[config.mk]
export PLATFORM = sky130hd
export DESIGN_NAME = div_iter
export DESIGN_NICKNAME = d
export VERILOG_FILES = /design/src/rtl/div_pkg.sv /design/src/rtl/div_round.sv /design/src/rtl/div_iter.sv
export SDC_FILE = /design/constraint.sdc
export NUM_CORES = 1
export LEC_CHECK = 0
export ABC_AREA = 0
export BUFFER_PORTS_ARGS = -buffer_cell sky130_fd_sc_hd__buf_2
export CORE_MARGIN = 3
export CORE_UTILIZATION = 55
export CTS_CLUSTER_DIAMETER = 30
export DETAILED_ROUTE_END_ITERATION = 6
export GPL_ROUTABILITY_DRIVEN = 0
export GPL_TIMING_DRIVEN = 0
export PLACE_DENSITY = 0.8
export SYNTH_ARGS = -nofsm -noshare
export SYNTH_HDL_FRONTEND = slang
export SYNTH_SLANG_ARGS = --single-unit
export TNS_END_PERCENT = 30
[constraint.sdc]
create_clock -name clk -period 6 [get_ports clk]
set_clock_uncertainty 0.15 [all_clocks]
set_input_delay 0.9 -clock clk [delete_from_list [all_inputs] [get_ports clk]]
set_output_delay 0.9 -clock clk [all_outputs]
set_load 0.03 [all_outputs]
[src/rtl/div_pkg.sv]
// Shared definitions for the iterative floating-point divider: FSM states,
// rounding-mode encodings and helpers that build canonical special values.
package div_pkg;

  typedef enum logic [1:0] {
    IDLE = 2'd0,
    CALC = 2'd1,
    RND  = 2'd2,
    DONE = 2'd3
  } div_state_e;

  typedef enum logic [1:0] {
    RND_RNE = 2'b00,
    RND_RTZ = 2'b01,
    RND_RUP = 2'b10,
    RND_RDN = 2'b11
  } rnd_mode_e;

  localparam int DIV_MAX_W = 64;

  // Helpers return a wide vector; callers truncate to their own format width.
  function automatic logic [DIV_MAX_W-1:0] div_inf(input logic sign, input int expo_w,
                                                    input int mant_w);
    logic [DIV_MAX_W-1:0] ones;
    ones = (DIV_MAX_W'(1) << expo_w) - DIV_MAX_W'(1);
    return (ones << mant_w) | (DIV_MAX_W'(sign) << (expo_w + mant_w));
  endfunction

  function automatic logic [DIV_MAX_W-1:0] div_max(input logic sign, input int expo_w,
                                                    input int mant_w);
    logic [DIV_MAX_W-1:0] e_field;
    logic [DIV_MAX_W-1:0] m_field;
    e_field = ((DIV_MAX_W'(1) << expo_w) - DIV_MAX_W'(2)) << mant_w;
    m_field = (DIV_MAX_W'(1) << mant_w) - DIV_MAX_W'(1);
    return e_field | m_field | (DIV_MAX_W'(sign) << (expo_w + mant_w));
  endfunction

  function automatic logic [DIV_MAX_W-1:0] div_qnan(input int expo_w, input int mant_w);
    logic [DIV_MAX_W-1:0] ones;
    ones = (DIV_MAX_W'(1) << expo_w) - DIV_MAX_W'(1);
    return (ones << mant_w) | (DIV_MAX_W'(1) << (mant_w - 1));
  endfunction

endpackage

[src/rtl/div_round.sv]
// Combinational normalise-and-round stage: takes a raw quotient/product
// significand in [0.5, 2) with its exponent and produces the packed result.
module div_round
  import div_pkg::*;
#(
  parameter int SIGN_W = 1,
  parameter int EXPO_W = 8,
  parameter int MANT_W = 23
) (
  input  logic                             sign,
  input  logic signed [EXPO_W+1:0]         exp_in,
  input  logic [MANT_W+2:0]                quo,
  input  logic                             rem_nz,
  input  logic [1:0]                       rnd,
  output logic [SIGN_W+EXPO_W+MANT_W-1:0]  res
);

  localparam int W    = SIGN_W + EXPO_W + MANT_W;
  localparam int N    = MANT_W + 3;
  localparam int EW   = EXPO_W + 2;
  localparam int EMAX = 2**EXPO_W - 1;

  logic [MANT_W:0]        sig;
  logic                   guard;
  logic                   sticky;
  logic                   inc;
  logic                   ovf_inf;
  logic                   ovf;
  logic                   unf;
  logic [MANT_W+1:0]      sum;
  logic [MANT_W-1:0]      frac;
  logic signed [EW-1:0]   exp_n;
  logic signed [EW-1:0]   exp_f;

  always_comb begin
    sig     = '0;
    guard   = 1'b0;
    sticky  = 1'b0;
    inc     = 1'b0;
    ovf_inf = 1'b0;
    exp_n   = exp_in;
    exp_f   = exp_in;
    frac    = '0;
    res     = '0;

    // A quotient below one carries its leading bit one place lower.
    if (quo[N-1]) begin
      sig    = quo[N-1 -: MANT_W+1];
      guard  = quo[1];
      sticky = quo[0] | rem_nz;
      exp_n  = exp_in;
    end else begin
      sig    = quo[N-2 -: MANT_W+1];
      guard  = quo[0];
      sticky = rem_nz;
      exp_n  = exp_in - EW'(1);
    end

    case (rnd)
      RND_RNE: inc = guard & (sticky | sig[0]);
      RND_RTZ: inc = 1'b0;
      RND_RUP: inc = ~sign & (guard | sticky);
      default: inc = sign & (guard | sticky);
    endcase

    sum = {1'b0, sig} + (MANT_W+2)'(inc);
    if (sum[MANT_W+1]) begin
      frac  = sum[MANT_W:1];
      exp_f = exp_n + EW'(1);
    end else begin
      frac  = sum[MANT_W-1:0];
      exp_f = exp_n;
    end

    ovf_inf = (rnd == RND_RNE) | ((rnd == RND_RUP) & ~sign) | ((rnd == RND_RDN) & sign);
    ovf     = ~exp_f[EW-1] && (exp_f[EW-2:0] >= (EW-1)'(EMAX));
    unf     = exp_f[EW-1] || (exp_f == '0);

    if (unf) begin
      res        = '0;
      res[W-1]   = sign;
    end else if (ovf) begin
      res = ovf_inf ? W'(div_inf(sign, EXPO_W, MANT_W)) : W'(div_max(sign, EXPO_W, MANT_W));
    end else begin
      res                   = '0;
      res[W-1]              = sign;
      res[MANT_W +: EXPO_W] = exp_f[EXPO_W-1:0];
      res[MANT_W-1:0]       = frac;
    end
  end

endmodule

[src/rtl/div_iter.sv]
// Iterative IEEE-754 style divider: radix-2 non-restoring significand division,
// one quotient bit per cycle, followed by a single rounding cycle.
module div_iter
  import div_pkg::*;
#(
  parameter int SIGN_W = 1,
  parameter int EXPO_W = 8,
  parameter int MANT_W = 23
) (
  input  logic                             clk,
  input  logic                             rst_n,
  input  logic                             in_valid,
  output logic                             in_ready,
  input  logic [SIGN_W+EXPO_W+MANT_W-1:0]  a,
  input  logic [SIGN_W+EXPO_W+MANT_W-1:0]  b,
  input  logic [1:0]                       rnd,
  output logic                             out_valid,
  input  logic                             out_ready,
  output logic [SIGN_W+EXPO_W+MANT_W-1:0]  res,
  output logic                             flag_nv,
  output logic                             flag_dz,
  output div_state_e                       dbg_state
);

  localparam int W    = SIGN_W + EXPO_W + MANT_W;
  localparam int N    = MANT_W + 3;
  localparam int PW   = MANT_W + 4;
  localparam int EW   = EXPO_W + 2;
  localparam int CW   = $clog2(N + 1);
  localparam int BIAS = 2**(EXPO_W-1) - 1;

  // Handshake: a transfer happens on a rising edge where valid && ready; valid,
  // payload and flags stay stable until accepted, ready never waits on valid.

  div_state_e            state_q, state_d;
  logic [W-1:0]          a_q, b_q;
  logic [1:0]            rnd_q;
  logic [CW-1:0]         cnt_q;
  logic signed [PW-1:0]  p_q;
  logic [N-1:0]          quo_q;
  logic [W-1:0]          res_q;
  logic                  nv_q, dz_q;

  logic                  accept;
  logic                  is_special;
  logic [W-1:0]          spec_res;
  logic                  spec_nv, spec_dz;
  logic [EXPO_W-1:0]     ea_in, eb_in;
  logic                  a_nan, a_inf, a_zero, b_nan, b_inf, b_zero, s_in;

  assign accept    = in_valid && (state_q == IDLE);
  assign in_ready  = (state_q == IDLE);
  assign out_valid = (state_q == DONE);
  assign res       = res_q;
  assign flag_nv   = nv_q;
  assign flag_dz   = dz_q;
  assign dbg_state = state_q;

  assign ea_in  = a[MANT_W +: EXPO_W];
  assign eb_in  = b[MANT_W +: EXPO_W];
  assign a_nan  = (&ea_in) & (|a[MANT_W-1:0]);
  assign a_inf  = (&ea_in) & ~(|a[MANT_W-1:0]);
  assign a_zero = (ea_in == '0);
  assign b_nan  = (&eb_in) & (|b[MANT_W-1:0]);
  assign b_inf  = (&eb_in) & ~(|b[MANT_W-1:0]);
  assign b_zero = (eb_in == '0);
  assign s_in   = a[W-1] ^ b[W-1];

  // Subnormal operands have a zero exponent and so fall into the zero cases.
  always_comb begin
    spec_res   = '0;
    spec_nv    = 1'b0;
    spec_dz    = 1'b0;
    is_special = 1'b1;
    if (a_nan || b_nan || (a_inf && b_inf) || (a_zero && b_zero)) begin
      spec_res = W'(div_qnan(EXPO_W, MANT_W));
      spec_nv  = 1'b1;
    end else if (a_inf) begin
      spec_res = W'(div_inf(s_in, EXPO_W, MANT_W));
    end else if (b_zero) begin
      spec_res = W'(div_inf(s_in, EXPO_W, MANT_W));
      spec_dz  = 1'b1;
    end else if (a_zero || b_inf) begin
      spec_res[W-1] = s_in;
    end else begin
      is_special = 1'b0;
    end
  end

  always_comb begin
    state_d = state_q;
    case (state_q)
      IDLE:    if (accept) state_d = is_special ? DONE : CALC;
      CALC:    if (cnt_q == CW'(N - 1)) state_d = RND;
      RND:     state_d = DONE;
      DONE:    if (out_ready) state_d = IDLE;
      default: state_d = IDLE;
    endcase
  end

  always_ff @(posedge clk or negedge rst_n) begin
    if (!rst_n) state_q <= IDLE;
    else        state_q <= state_d;
  end

  logic signed [PW-1:0]  d_ext, p_cur, t_step, t_last, rem;
  logic signed [EW-1:0]  exp_raw;
  logic                  rem_nz;
  logic                  sign_q;
  logic [W-1:0]          rnd_res;

  // The first step divides the dividend itself; later steps use the doubled
  // partial remainder.
  assign d_ext  = {3'b000, 1'b1, b_q[MANT_W-1:0]};
  assign p_cur  = (cnt_q == '0) ? {3'b000, 1'b1, a_q[MANT_W-1:0]} : p_q;
  assign t_step = p_cur[PW-1] ? p_cur + d_ext : p_cur - d_ext;

  // p_q holds twice the last remainder; a negative one is corrected by +D.
  assign t_last = p_q >>> 1;
  assign rem    = quo_q[0] ? t_last : t_last + d_ext;
  assign rem_nz = |rem;

  assign sign_q  = a_q[W-1] ^ b_q[W-1];
  assign exp_raw = signed'({2'b00, a_q[MANT_W +: EXPO_W]}) - signed'({2'b00, b_q[MANT_W +: EXPO_W]})
                 + EW'(BIAS);

  div_round #(
    .SIGN_W (SIGN_W),
    .EXPO_W (EXPO_W),
    .MANT_W (MANT_W)
  ) u_round (
    .sign   (sign_q),
    .exp_in (exp_raw),
    .quo    (quo_q),
    .rem_nz (rem_nz),
    .rnd    (rnd_q),
    .res    (rnd_res)
  );

  always_ff @(posedge clk or negedge rst_n) begin
    if (!rst_n) begin
      a_q   <= '0;
      b_q   <= '0;
      rnd_q <= '0;
      cnt_q <= '0;
      p_q   <= '0;
      quo_q <= '0;
      res_q <= '0;
      nv_q  <= 1'b0;
      dz_q  <= 1'b0;
    end else if (accept) begin
      a_q   <= a;
      b_q   <= b;
      rnd_q <= rnd;
      cnt_q <= '0;
      quo_q <= '0;
      if (is_special) begin
        res_q <= spec_res;
        nv_q  <= spec_nv;
        dz_q  <= spec_dz;
      end
    end else if (state_q == CALC) begin
      p_q   <= {t_step[PW-2:0], 1'b0};
      quo_q <= {quo_q[N-2:0], ~t_step[PW-1]};
      cnt_q <= cnt_q + CW'(1);
    end else if (state_q == RND) begin
      res_q <= rnd_res;
      nv_q  <= 1'b0;
      dz_q  <= 1'b0;
    end
  end

endmodule

==> metrics.txt <==
status=complete, but fails checks; failing checks=design-rule violations, negative setup slack; final worst setup slack=-0.890 ns; CP startpoint=p_q[1]; Die Area=24300 sq um; DRT Pass-1 Iters=7; EDFF count, synth=0; slowest CP cell=or4_4; Async SR Flop Fraction=1.00; Post-Synth XOR/XNOR Area=0.0697; DR WL/cell=approximately 19 um; area share of fa/ha/maj cells after synthesis=0.0769; Fmax=145 MHz; Chip Height=156 um; largest net degree at the start of global routing=91; Netlist cell types=between 80 and 90; fin area=14500 sq um; Clock Tree Root=clkbuf_16; layout cell share with drive strength beyond 1=0.201; GRT Overall Usage=0.288; worst setup path end=res[6]; Vias=12.0k; GR Overflow Total=0; die width=roughly 160 um; initial antenna violation count=0; Crit path largest cell delay=approximately 0.51 ns; synthesized area per cell=8.32 sq um; Max clock buf depth=2; Slew Viols, Final=0; mux share of post-synthesis cell area=0.0709; endpoints failing setup=31; Post-Syn Area=~12000 sq um; routed vias/inst=just over 6; CP max FO=7; worst rel slew slack=0.300; Post-Synth Simple-Gate Area=0.237; DP Area=~13000 sq um; drt total wl=36600 um; clock-pin slew on the worst setup and hold paths=around 0.07 ns; sequential fraction of the synthesis area=0.323; final hold slack=around 0.32 ns; CP bufs+invs=5; CP top delay family=compound AO/OA/AOI/OAI gates; DRC Markers=1; total of max-cap violations=0; CP arrival=about 7 ns; Area contributors post-synth=dfrtp_1, nand2_1, ha_1; CP most frequent cell=ha_4; Tcrit/Tclk final=1.15; RR Startpoint=p_q[1]; dominant cell type by area after synthesis=dfrtp_1; crit start category=register; I/O pin count=approximately 110; Yosys top cell area share=0.323; input/output buffers=between 100 and 150; Critical Path RT=roughly 6.2 ns; initial core utilization=0.562; crit path time final=6.89 ns; Clk Latency, worst-skew pair=approximately 0.44 ns; site row count=54; worst slew pin tran=between 1 and 1.5 ns; total CTS buffers=17; Compound-Gate Fraction of Synth Area=0.179; RSZ-0062 raised after global routing=yes; CP Class=reg2reg; R2R Setup Slk=-0.89 ns; Final nets=1778; CTS sink cnt=~160; Antenna Nets Post-Route=0; final hold viol count=0; YS warnings=0; Synth Flop Type=dfrtp_1; FF-to-FF End=res[6]; HP Class=reg2reg; ant diodes=0; synthesized instance count=1483; area added between synthesis and finish=17.9%; core area=~22000 sq um; H-tree levels=4; R2R cell count=29; number of global-route vias before repair=11.2k; 1st-iter DRT viols=1121; Synthesized Nets=between 1.5k and 2k; FF+latch count, synth=between 150 and 200; Crit. End Element=register; Critical Path Stages=29; largest family of logic cells by synthesized area=simple AND/OR/NAND/NOR gates; CTS tree=built; DP Wirelength=~26000 um; wire length of the first global-routing pass=56600 um
[synthesized netlist by cell type, types with 26 or more instances]
cell and n:
a21oi_1 79, clkbuf_1 55, dfrtp_1 159, ha_1 71, inv_1 52, mux2_2 43, mux2i_1 39, nand2_1 292
nand3_1 26, nor2_1 107, nor3_1 40, nor4_1 28, o21ai_0 64, xnor2_1 50, xor2_1 43
[repair_timing]
item	in CTS	in global routing
cloned	1	2
buffers inserted	15	10
endpoints found under the setup margin	31	34
hold buffers	0	0
pin swaps	27	37
gates resized for setup	28	60
[kinds of logic after synthesis]
family / after synthesis
AO/OA/AOI/OAI: 324
AND/OR/NAND/NOR: 621
flip-flops: 159
adder cells (fa/ha/maj): 74
buffers and inverters: 128
multiplexers: 82
XOR/XNOR: 95
[worst min-delay path by stage]
stage,startpoint,endpoint,depth (start not counted)
finish,a_q[0],a_q[0],2
global route,res[3],res[3],2
CTS,a_q[0],a_q[0],2
detailed placement,a_q[0],a_q[0],2
global placement,a_q[0],a_q[0],2
floorplan,a_q[0],a_q[0],2
[stage by stage]
stage	setup slack [ns]	utilization	setup TNS, ns	cells
4_1_cts	-0.800	0.646	-23.41	1916
3_3_place_gp	-1.21	0.604	-36.05	1870
6_report	-0.890	0.662	-25.67	1926
3_5_place_dp	-1.33	0.606	-39.26	1871
2_1_floorplan	-0.315	-	-7.94	1483
5_1_grt	-1.00	0.662	-29.56	1926
[placed cells by master (no fill, tap or decap), types with 8 or more instances in the layout]
master,Yosys,final
mux2_2,43,43
buf_2,5,108
buf_1,9,9
clkbuf_16,0,18
buf_4,0,21
o211ai_1,8,8
nor4_1,28,26
a21o_1,23,23
inv_1,52,52
nand3_1,26,23
ha_1,71,63
nand2_1,292,289
a21oi_1,79,72
nor2b_1,14,14
nand2b_1,13,13
mux2i_1,39,39
o21a_1,10,10
clkbuf_1,55,49
nand3b_1,10,10
and3_1,13,13
xnor2_1,50,46
xor2_1,43,41
o21ai_2,20,22
nand4_1,17,17
nor3_1,40,33
nor3b_1,9,8
and2_1,10,8
a211oi_1,18,15
o21bai_1,8,8
nor2_1,107,107
o21ai_0,64,56
o22ai_1,8,8
or2_2,10,10
dfrtp_1,159,158
[cell type report]
type | count | area, sq um
plain buffers | 72 | 345
fillers | 1715 | 7410
inverters | 52 | 195
clock buffers | 17 | 425
flip-flops and latches | 159 | 3980
repair buffers | 136 | 857
clock inverters | 14 | 185
well taps | 280 | 350
multi-input cells | 1196 | 8210
[per-layer routing]
metal  routed length [um]  up-vias  share of wire  track usage
li1                     -     5563              -            -
met1                15400     5741           0.42        0.391
met2                17000      570           0.46        0.467
met3                 2980      106          0.081       0.0499
met4                 1170        0          0.032       0.0988
met5                    0        -              0            0
[tightest hold or removal path: cells and delay by family, from the launching register on]
family,cells,cell delay [ns]
and+or+nand+nor,2,0.10
DFF,1,0.34
[sequential cells by signal, indices dropped and copies added, names as in the netlist, 2 cells and up]
signal	flops
a_q	32
b_q	32
p_q	26
dbg_state	2
rnd_q	2
res	32
cnt_q	5
quo_q	26
Power is left out: the tool's default activity adds up to more than one toggle a clock period on the data nets, which glitch-free logic cannot reach.
